==> src/rtl/bcd_7seg_scan_driver.sv <==
// Two-digit BCD to multiplexed 7-segment scan driver with tear-free frame commit.
// Optional LEADING_ZERO_BLANK_EN blanks a zero tens digit without changing scan timing.
module bcd_7seg_scan_driver #(
    parameter int REFRESH_DIV    = 50000,
    parameter int BLANK_CYCLES   = 500,
    parameter int SEG_ACTIVE_LOW = 0
) (
    input  logic       clk,
    input  logic       rst,
    input  logic [3:0] in_tens,
    input  logic [3:0] in_ones,
    input  logic       in_valid,
    output logic [6:0] seg,
    output logic [1:0] dig_en,
    output logic       frame_done,
    output logic       pending
);

    localparam int MAXD = (REFRESH_DIV > BLANK_CYCLES) ? REFRESH_DIV : BLANK_CYCLES;
    localparam int CW   = (MAXD > 1) ? $clog2(MAXD) : 1;

    localparam logic [CW-1:0] REF_LAST = CW'(REFRESH_DIV - 1);
    localparam logic [CW-1:0] BLK_LAST = CW'(BLANK_CYCLES - 1);
    localparam logic [6:0]    POL      = (SEG_ACTIVE_LOW != 0) ? 7'h7F : 7'h00;
    localparam logic [6:0]    SEG_OFF  = POL;

    typedef enum logic [1:0] {
        SHOW_ONES,
        GAP_A,
        SHOW_TENS,
        GAP_B
    } state_t;

    function automatic logic [6:0] enc(input logic [3:0] d);
        logic [6:0] raw;
        case (d)
            4'd0:    raw = 7'h3F;
            4'd1:    raw = 7'h06;
            4'd2:    raw = 7'h5B;
            4'd3:    raw = 7'h4F;
            4'd4:    raw = 7'h66;
            4'd5:    raw = 7'h6D;
            4'd6:    raw = 7'h7D;
            4'd7:    raw = 7'h07;
            4'd8:    raw = 7'h7F;
            4'd9:    raw = 7'h6F;
            default: raw = 7'h79;
        endcase
        return raw ^ POL;
    endfunction

    state_t        r_state;
    logic [CW-1:0] r_cnt;
    logic [3:0]    r_shadow_tens;
    logic [3:0]    r_shadow_ones;
    logic [3:0]    r_disp_tens;
    logic [3:0]    r_disp_ones;
    logic          r_pending;
    logic          r_frame_done;
    logic [1:0]    r_dig_en;
    logic [6:0]    r_seg;

    state_t        w_state_nxt;
    logic [CW-1:0] w_cnt_nxt;
    logic          w_last;
    logic          w_commit;
    logic [3:0]    w_shadow_tens_nxt;
    logic [3:0]    w_shadow_ones_nxt;
    logic [3:0]    w_disp_tens_nxt;
    logic [3:0]    w_disp_ones_nxt;
    logic          w_pending_nxt;
    logic          w_frame_done_nxt;
    logic [1:0]    w_dig_en_nxt;
    logic [6:0]    w_seg_nxt;
    logic [6:0]    w_tens_seg;

    always_comb begin
        w_last      = 1'b0;
        w_state_nxt = r_state;
        w_cnt_nxt   = r_cnt + 1'b1;
        unique case (r_state)
            SHOW_ONES: begin
                w_last = (r_cnt == REF_LAST);
                if (w_last) w_state_nxt = GAP_A;
            end
            GAP_A: begin
                w_last = (r_cnt == BLK_LAST);
                if (w_last) w_state_nxt = SHOW_TENS;
            end
            SHOW_TENS: begin
                w_last = (r_cnt == REF_LAST);
                if (w_last) w_state_nxt = GAP_B;
            end
            GAP_B: begin
                w_last = (r_cnt == BLK_LAST);
                if (w_last) w_state_nxt = SHOW_ONES;
            end
        endcase
        if (w_last) w_cnt_nxt = '0;
    end

    // A strobe on the commit edge bypasses the shadow straight into the display.
    always_comb begin
        w_commit          = w_last && (r_state == GAP_B);
        w_shadow_tens_nxt = in_valid ? in_tens : r_shadow_tens;
        w_shadow_ones_nxt = in_valid ? in_ones : r_shadow_ones;
        w_disp_tens_nxt   = w_commit ? w_shadow_tens_nxt : r_disp_tens;
        w_disp_ones_nxt   = w_commit ? w_shadow_ones_nxt : r_disp_ones;
        w_pending_nxt     = w_commit ? 1'b0 : (r_pending | in_valid);
        w_frame_done_nxt  = (w_state_nxt == GAP_B) && (w_cnt_nxt == BLK_LAST);
    end

`ifdef LEADING_ZERO_BLANK_EN
    assign w_tens_seg = (w_disp_tens_nxt == 4'd0) ? SEG_OFF : enc(w_disp_tens_nxt);
`else
    assign w_tens_seg = enc(w_disp_tens_nxt);
`endif

    always_comb begin
        w_dig_en_nxt = 2'b00;
        w_seg_nxt    = SEG_OFF;
        unique case (w_state_nxt)
            SHOW_ONES: begin
                w_dig_en_nxt = 2'b01;
                w_seg_nxt    = enc(w_disp_ones_nxt);
            end
            SHOW_TENS: begin
                w_dig_en_nxt = 2'b10;
                w_seg_nxt    = w_tens_seg;
            end
            GAP_A, GAP_B: begin
                w_dig_en_nxt = 2'b00;
                w_seg_nxt    = SEG_OFF;
            end
        endcase
    end

    always_ff @(posedge clk or posedge rst) begin
        if (rst) begin
            r_state       <= GAP_B;
            r_cnt         <= '0;
            r_shadow_tens <= 4'd0;
            r_shadow_ones <= 4'd0;
            r_disp_tens   <= 4'd0;
            r_disp_ones   <= 4'd0;
            r_pending     <= 1'b0;
            r_frame_done  <= 1'b0;
            r_dig_en      <= 2'b00;
            r_seg         <= SEG_OFF;
        end else begin
            r_state       <= w_state_nxt;
            r_cnt         <= w_cnt_nxt;
            r_shadow_tens <= w_shadow_tens_nxt;
            r_shadow_ones <= w_shadow_ones_nxt;
            r_disp_tens   <= w_disp_tens_nxt;
            r_disp_ones   <= w_disp_ones_nxt;
            r_pending     <= w_pending_nxt;
            r_frame_done  <= w_frame_done_nxt;
            r_dig_en      <= w_dig_en_nxt;
            r_seg         <= w_seg_nxt;
        end
    end

    assign seg        = r_seg;
    assign dig_en     = r_dig_en;
    assign frame_done = r_frame_done;
    assign pending    = r_pending;

endmodule

==> config.mk <==
export PLATFORM = sky130hd
export DESIGN_NAME = bcd_7seg_scan_driver
export DESIGN_NICKNAME = d
export VERILOG_FILES = /design/src/rtl/bcd_7seg_scan_driver.sv
export SDC_FILE = /design/constraint.sdc
export NUM_CORES = 1
export LEC_CHECK = 0
export ABC_AREA = 1
export CAP_MARGIN = 20
export CORE_MARGIN = 2
export CORE_UTILIZATION = 53
export CTS_CLUSTER_DIAMETER = 50
export DETAILED_ROUTE_END_ITERATION = 8
export PLACE_DENSITY = 0.76
export SYNTH_ARGS = -nofsm -noshare
export SYNTH_HDL_FRONTEND = slang
export SYNTH_SLANG_ARGS = --single-unit
==> constraint.sdc <==
create_clock -name clk -period 2.2 [get_ports clk]
set_input_delay 0.44 -clock clk [delete_from_list [all_inputs] [get_ports clk]]
set_output_delay 0.44 -clock clk [all_outputs]
set_load 0.01 [all_outputs]
==> results of run 1 <==
[metrics by stage]
stage                     setup slack, ns    util  cell area (um^2)  hold slack [ns]   TNS [ns]
final                             0.03181  0.7232              3694           0.4945          0
after floorplan                   0.01640       -              2820           0.4566          0
after CTS                       -0.006443  0.6761              3453           0.5054  -0.006443
after global routing             -0.04757  0.7232              3694           0.5308    -0.2556
after global placement            -0.1643  0.6561              3351           0.4691    -0.6908
after detailed placement          -0.2602  0.6561              3351           0.4798     -1.317
[per-layer routing]
metal | vias to the layer above | part of all wire | wire (um)
met1 | 1254 | 0.41 | 2866
met3 | 25 | 0.030 | 212
met4 | 0 | 0.034 | 236
met2 | 63 | 0.53 | 3721
li1 | 1294 | - | -
met5 | - | 0 | 0
[cells in the mapped netlist, types with 3 or more instances]
library cell / number / area [um^2]
nand4_1: 14 / 87.58
or2_2: 3 / 18.77
nand2_1: 105 / 394.1
o21ai_0: 7 / 35.03
nor2_4: 4 / 45.04
nand3_1: 32 / 160.2
nand2_2: 9 / 56.30
nor2_2: 4 / 25.02
inv_1: 40 / 150.1
inv_2: 9 / 33.78
nand3b_1: 6 / 45.04
nor3_1: 6 / 30.03
buf_2: 4 / 20.02
nand2_4: 5 / 56.30
nor2_1: 39 / 146.4
xor2_1: 6 / 52.55
ha_1: 12 / 150.1
dfrtp_1: 43 / 1076
[power by group through the flow]
stage	clock (mW)	combinational (mW)	sequential (mW)
finish	0.538	0.0851	0.844
global placement	0	0.0836	0.859
CTS	0.548	0.0852	0.843
detailed placement	0	0.0855	0.859
global route	0.585	0.0962	0.845
floorplan	0	0.0355	0.858
[area by class of cell]
class,instances,area (um^2),share of cell area
multi-input cells,264,1585,0.4292
flip-flops and latches,45,1134,0.3069
clock buffers,5,68.82,0.01863
clock inverters,3,21.27,0.005759
well taps,70,87.58,0.02371
repair buffers,71,600.6,0.1626
inverters,51,196.4,0.05318
[cells by family (layout without fill, tap and decap cells)]
family | after synthesis | in the layout
simple gates | 238 | 238
buf+inv | 55 | 130
flops | 45 | 45
fa+ha+maj | 12 | 12
compound gates | 8 | 8
xor+xnor | 6 | 6
[critical path, stage by stage, from the launching register on]
cell and delay (ns):
dfrtp_1 0.38, ha_2 0.19, buf_4 0.12, nand3_4 0.09, nor2_1 0.13, nand4_1 0.21, nand2_1 0.15, nand2_2 0.12
ha_4 0.29, nand3_2 0.09, nand2_1 0.11, nand2_1 0.07, nand2_1 0.07, nand2_1 0.04
[worst min path at each step]
stage	slack, ns	cells past startpoint	endpoint	from
6_report	0.49	3	r_cnt[0]$_DFF_PP0_	rst
3_5_place_dp	0.48	1	pending$_DFF_PP0_	pending$_DFF_PP0_
3_3_place_gp	0.47	1	pending$_DFF_PP0_	pending$_DFF_PP0_
4_1_cts	0.51	3	r_cnt[1]$_DFF_PP0_	rst
2_1_floorplan	0.46	2	r_shadow_ones[3]$_DFF_PP0_	r_shadow_ones[3]$_DFF_PP0_
5_1_grt	0.53	3	r_cnt[0]$_DFF_PP0_	rst
[sequential cells by signal (all words and copies together) (netlist names)]
name	count
r_cnt	16
r_shadow_ones	4
r_state	2
seg	7
pending	1
frame_done	1
r_disp_tens	4
dig_en	2
r_shadow_tens	4
r_disp_ones	4
[what timing repair did]
item	CTS	global route
buffers inserted	1	17
setup endpoints to repair	5	7
resized for setup	2	34
endpoints found under the hold margin	0	0
pin swaps	3	13
==> impl_metrics.csv, run 1 <==
group,metric,value,unit
clock_network,cts_inserted_buffers,5,
synth,synthCells,364,
placement,portBuffers,21,
outcome,status,"completed",
run,drv_cap,0,
die,die-area,5906,um^2
route,drt-initial-drc-count,168,
global_route,top_usage_layer,"met2",
synth,yosysUniqueCellTypes,29,
synth,syn_nets,387,
critical_path,reg2reg_from,"r_cnt[0]$_DFF_PP0_",
critical_path,cp.required,2.41,ns
clock_network,cts_buffer_depth,2,
die,rows,26,
timing,finalSetupViolCount,0,
die,pin_count,22,
global_route,gr-usage-met3,0.03882,
route,first_pass_iters,4,
power_and_ir_drop,finalPower,1.467,mW
clock_network,cts_tree,"yes",
timing,fin_crit_sh,0.9855,
timing,slew_headroom,0.6984,
critical_path,crit_arrival,2.37,ns
critical_path,crit_fanout,4,
power_and_ir_drop,seqPwrFrac,0.575,
die,die_w,76.85,um
global_route,gr-usage-met1,0.2834,
synth,async_flop_share,1.000,
finish,final_nets,461,
power_and_ir_drop,p_leak,1.838,nW
clock_network,clk-insertion-delay-late,0.31,ns
critical_path,critPathCaptureType,"flop",
global_route,grt-ovfl-total,0,
finish,final_cell_mix,"98 x nand2_1, 49 x buf_4, 39 x dfrtp_1, 35 x nor2_1, 34 x inv_1",
power_and_ir_drop,vdd_drop_max,0.0004105,V
timing,min_period,2.168,ns
timing,max_freq,461.2,MHz
clock_network,root_buffer,"clkbuf_8",
die,fp.dieH,76.85,um
finish,layout_commonest_cell,"nand2_1",
timing,tightestPinTransition,0.4477,ns
synth,synth_mux_area_frac,0,
clock_network,h-tree-depth,2,
global_route,grt_max_degree,46,
global_route,grt_pass1_vias,2574,
finish,area_delta_synth_final,31.32,%
clock_network,cts-hold-fix-buffers,0,
critical_path,crit_path_start_kind,"flop",
power_and_ir_drop,power.internal,1.106,mW
route,vias_per_cell,5.179,
route,vias,2636,
global_route,antenna_found_initial,0,
finish,drive_above_1_share,0.3098,
synth,ys_ff_latch,45,
synth,synthAdderAreaFrac,0.05338,
route,wl,7037,um
global_route,use_met2,0.4368,
power_and_ir_drop,clkPwrFrac,0.367,
route,ant_nets,0,
route,post-route-drc-count,0,
finish,antenna_cells,0,
power_and_ir_drop,power_density,397.1,nW/um^2
critical_path,reg2reg_to,"seg[1]$_DFF_PP0_",
placement,routabilityCongestion,0.9568,
global_route,grt_usage,0.2423,
synth,synth_top_family_by_area,"simple AND/OR/NAND/NOR gates",
critical_path,crit_type,"flop to flop",
critical_path,crit_start,"r_cnt[0]$_DFF_PP0_",
placement,place_inst,483,
placement,dp_hpwl,5021,um
synth,synth-edff-count,0,
global_route,grt_pass1_wl,11410,um
synth,syn_area,2813,um^2
synth,yosys_warnings,0,
die,coreArea,5107,um^2
synth,synth_xor_xnor_area_share,0.01868,
power_and_ir_drop,power_frac_comb,0.058,
synth,synthSimpleGateAreaFrac,0.4346,
power_and_ir_drop,switching_share,0.2456,
power_and_ir_drop,power_switching,0.3603,mW
synth,synth-compound-area-share,0.01512,
critical_path,reg2reg_depth,13,
timing,clock_skew,0.005304,ns
route,wire_per_inst,13.83,um
critical_path,cp-endpoint,"seg[1]$_DFF_PP0_",
synth,synthFlopType,"dfrtp_1",
die,start_util,0.5507,
timing,slew_violations,0,
finish,instances_no_fill,509,
finish,n_fill_cell,419,
hold_path,hp-class,"input pin to async pin",
clock_network,clkTransAtPathRegs,0.09,ns
critical_path,reg2reg_setup_slack,0.03,ns
synth,syn_area_per_cell,7.727,um^2
synth,ys_seq_area_frac,0.4012,
timing,final_hold_viol_count,0,
clock_network,cts_sinks,45,
Power figures use the tool's default switching activity.
==> run 2, diff against run 1 <==
- CORE_UTILIZATION: 53 -> 34
- PLACE_DENSITY: 0.76 -> unset
==> impl_metrics.csv, run 2 (synthesis gave the netlist of run 1 again) <==
group,metric,value,unit
timing,slew_violations,0,
timing,final_hold_viol_count,0,
global_route,grt_max_degree,22,
die,fp.dieH,94.96,um
finish,antenna_cells,0,
hold_path,hp-class,"input pin to async pin",
timing,finalSetupViolCount,0,
route,wire_per_inst,12.32,um
die,rows,33,
timing,clock_skew,0.01101,ns
placement,portBuffers,21,
critical_path,worst-path-buf-inv,3,
route,first_pass_iters,4,
global_route,grt_pass1_vias,2507,
power_and_ir_drop,power_density,388.5,nW/um^2
critical_path,reg2reg_to,"seg[1]$_DFF_PP0_",
clock_network,clk-insertion-delay-late,0.30,ns
critical_path,cpPeakStageDelay,0.53,ns
route,post-route-drc-count,0,
critical_path,cp.required,2.45,ns
timing,whs,0.4657,ns
clock_network,cts_buffer_depth,2,
critical_path,path_cells,"clkdlybuf4s50_1 -> inv_2 -> or2_2 -> o21ai_0 -> o21ai_4 -> buf_4 -> ha_1 -> nand3b_1 -> nand3_1 -> nand2_1 -> nand2_1",
critical_path,crit_fanout,4,
route,wl,6724,um
critical_path,reg2reg_from,"r_cnt[1]$_DFF_PP0_",
run,drv_cap,0,
critical_path,crit_arrival,2.32,ns
finish,multi_input_area,1575,um^2
finish,area_delta_synth_final,32.16,%
die,die-area,9016,um^2
outcome,status,"completed",
global_route,antenna_found_initial,0,
global_route,grt_usage,0.1602,
critical_path,crit_type,"input pin to flop",
finish,drive_above_1_share,0.3016,
route,drt-initial-drc-count,64,
placement,routabilityCongestion,0.9067,
clock_network,cts-hold-fix-buffers,0,
clock_network,clkTransAtPathRegs,0.09,ns
clock_network,cts_sinks,45,
power_and_ir_drop,vdd_drop_max,0.0002078,V
finish,final_cell_mix,"97 x nand2_1, 52 x buf_4, 41 x dfrtp_1, 35 x nor2_1, 34 x inv_1",
route,vias,2511,
finish,layout_commonest_cell,"nand2_1",
timing,min_period,2.071,ns
route,vias_per_cell,4.599,
timing,fin_crit_sh,0.9412,
global_route,grt-ovfl-total,0,
finish,regArea,1131,um^2
timing,max_freq,482.9,MHz
finish,largest_register,"r_cnt",
die,die_w,94.96,um
critical_path,slowest_stage,"clkdlybuf4s50_1",
timing,slew_headroom,0.7047,
critical_path,crit_path_start_kind,"input pin",
global_route,grt_pass1_wl,11260,um
timing,tightestPinTransition,0.4423,ns
finish,n_fill_cell,784,
finish,final_nets,463,
clock_network,root_buffer,"clkbuf_8",
timing,rsz0062_at_grt,"true",
finish,largest_reg_flops,16,
critical_path,cp_top_family,"buffers and inverters",
die,coreArea,8134,um^2
power_and_ir_drop,finalPower,1.444,mW
route,ant_nets,0,
die,start_util,0.3458,
critical_path,reg2reg_setup_slack,0.13,ns
clock_network,cts_tree,"yes",
die,pin_count,22,
critical_path,cpMostUsedCell,"nand2_1",
critical_path,reg2reg_depth,13,
power_and_ir_drop,p_leak,1.841,nW
finish,final_util,0.4570,
placement,dp_hpwl,5151,um
clock_network,h-tree-depth,2,
clock_network,cts_inserted_buffers,5,
critical_path,critPathCaptureType,"flop",
==> run 2: cell types whose count changed in the layout (fill, tap and decap cells not counted), moves of 2 or more <==
cell	change
dfrtp_1	+2
dfrtp_2	-2
nand3_2	-2
buf_4	+3
nand3_1	+2
==> run 2: worst reg2reg max path, stage by stage, from the launching register on <==
cell,delay [ns]
dfrtp_1,0.37
ha_2,0.19
buf_4,0.13
nand3_4,0.10
nor2_2,0.10
nand4_1,0.23
nand2_1,0.15
nand2_2,0.11
ha_4,0.28
nand3_2,0.08
nand2_1,0.08
nand2_1,0.05
nand2_1,0.05
nand2_1,0.06
==> run 2: per-stage QoR <==
step / TNS [ns] / instance area [um^2] / instances / setup WS [ns]
3_3_place_gp: -0.7694 / 3420 / 523 / -0.1619
5_1_grt: -0.06973 / 3717 / 546 / -0.02523
3_5_place_dp: -0.8345 / 3420 / 523 / -0.1926
2_1_floorplan: 0 / 2820 / 364 / 0.01640
6_report: 0 / 3717 / 546 / 0.1293
4_1_cts: 0 / 3517 / 532 / 0.006513
==> run 2: power breakdown <==
part / internal, mW / switching (mW)
sequential: 0.839 / 0.00370
combinational: 0.0381 / 0.0440
clock: 0.221 / 0.298
==> run 2: final cells by class <==
class / instances / share of cell area
clock inverter: 2 / 0.002693
multi-input combinational: 264 / 0.4238
sequential: 45 / 0.3043
timing repair buffer: 73 / 0.1616
tap: 105 / 0.03534
clock buffer: 6 / 0.01952
inverter: 51 / 0.05284
==> run 2: timing repair <==
item                                    CTS  global route
hold endpoints to repair                  0             0
endpoints found under the setup margin    1             7
pin swaps                                 1            13
gates resized for setup                   2            29
buffers inserted                          1            14
==> run 2: how the worst max path moves through the flow <==
stage | startpoint | to | cells after the start
6_report | in_valid | seg[6]$_DFF_PP0_ | 11
3_3_place_gp | in_valid | seg[1]$_DFF_PP0_ | 11
2_1_floorplan | r_cnt[0]$_DFF_PP0_ | seg[1]$_DFF_PP0_ | 14
4_1_cts | r_cnt[0]$_DFF_PP0_ | seg[1]$_DFF_PP0_ | 14
3_5_place_dp | in_valid | seg[1]$_DFF_PP0_ | 11
5_1_grt | r_cnt[0]$_DFF_PP0_ | seg[5]$_DFF_PP0_ | 13
==> run 2: metal layers <==
metal	GRT usage	up-vias	routed length, um
li1	-	1297	-
met1	0.2024	1176	3021
met2	0.2772	33	3467
met3	0.03192	5	169
met4	0.04589	0	64
met5	0	-	0
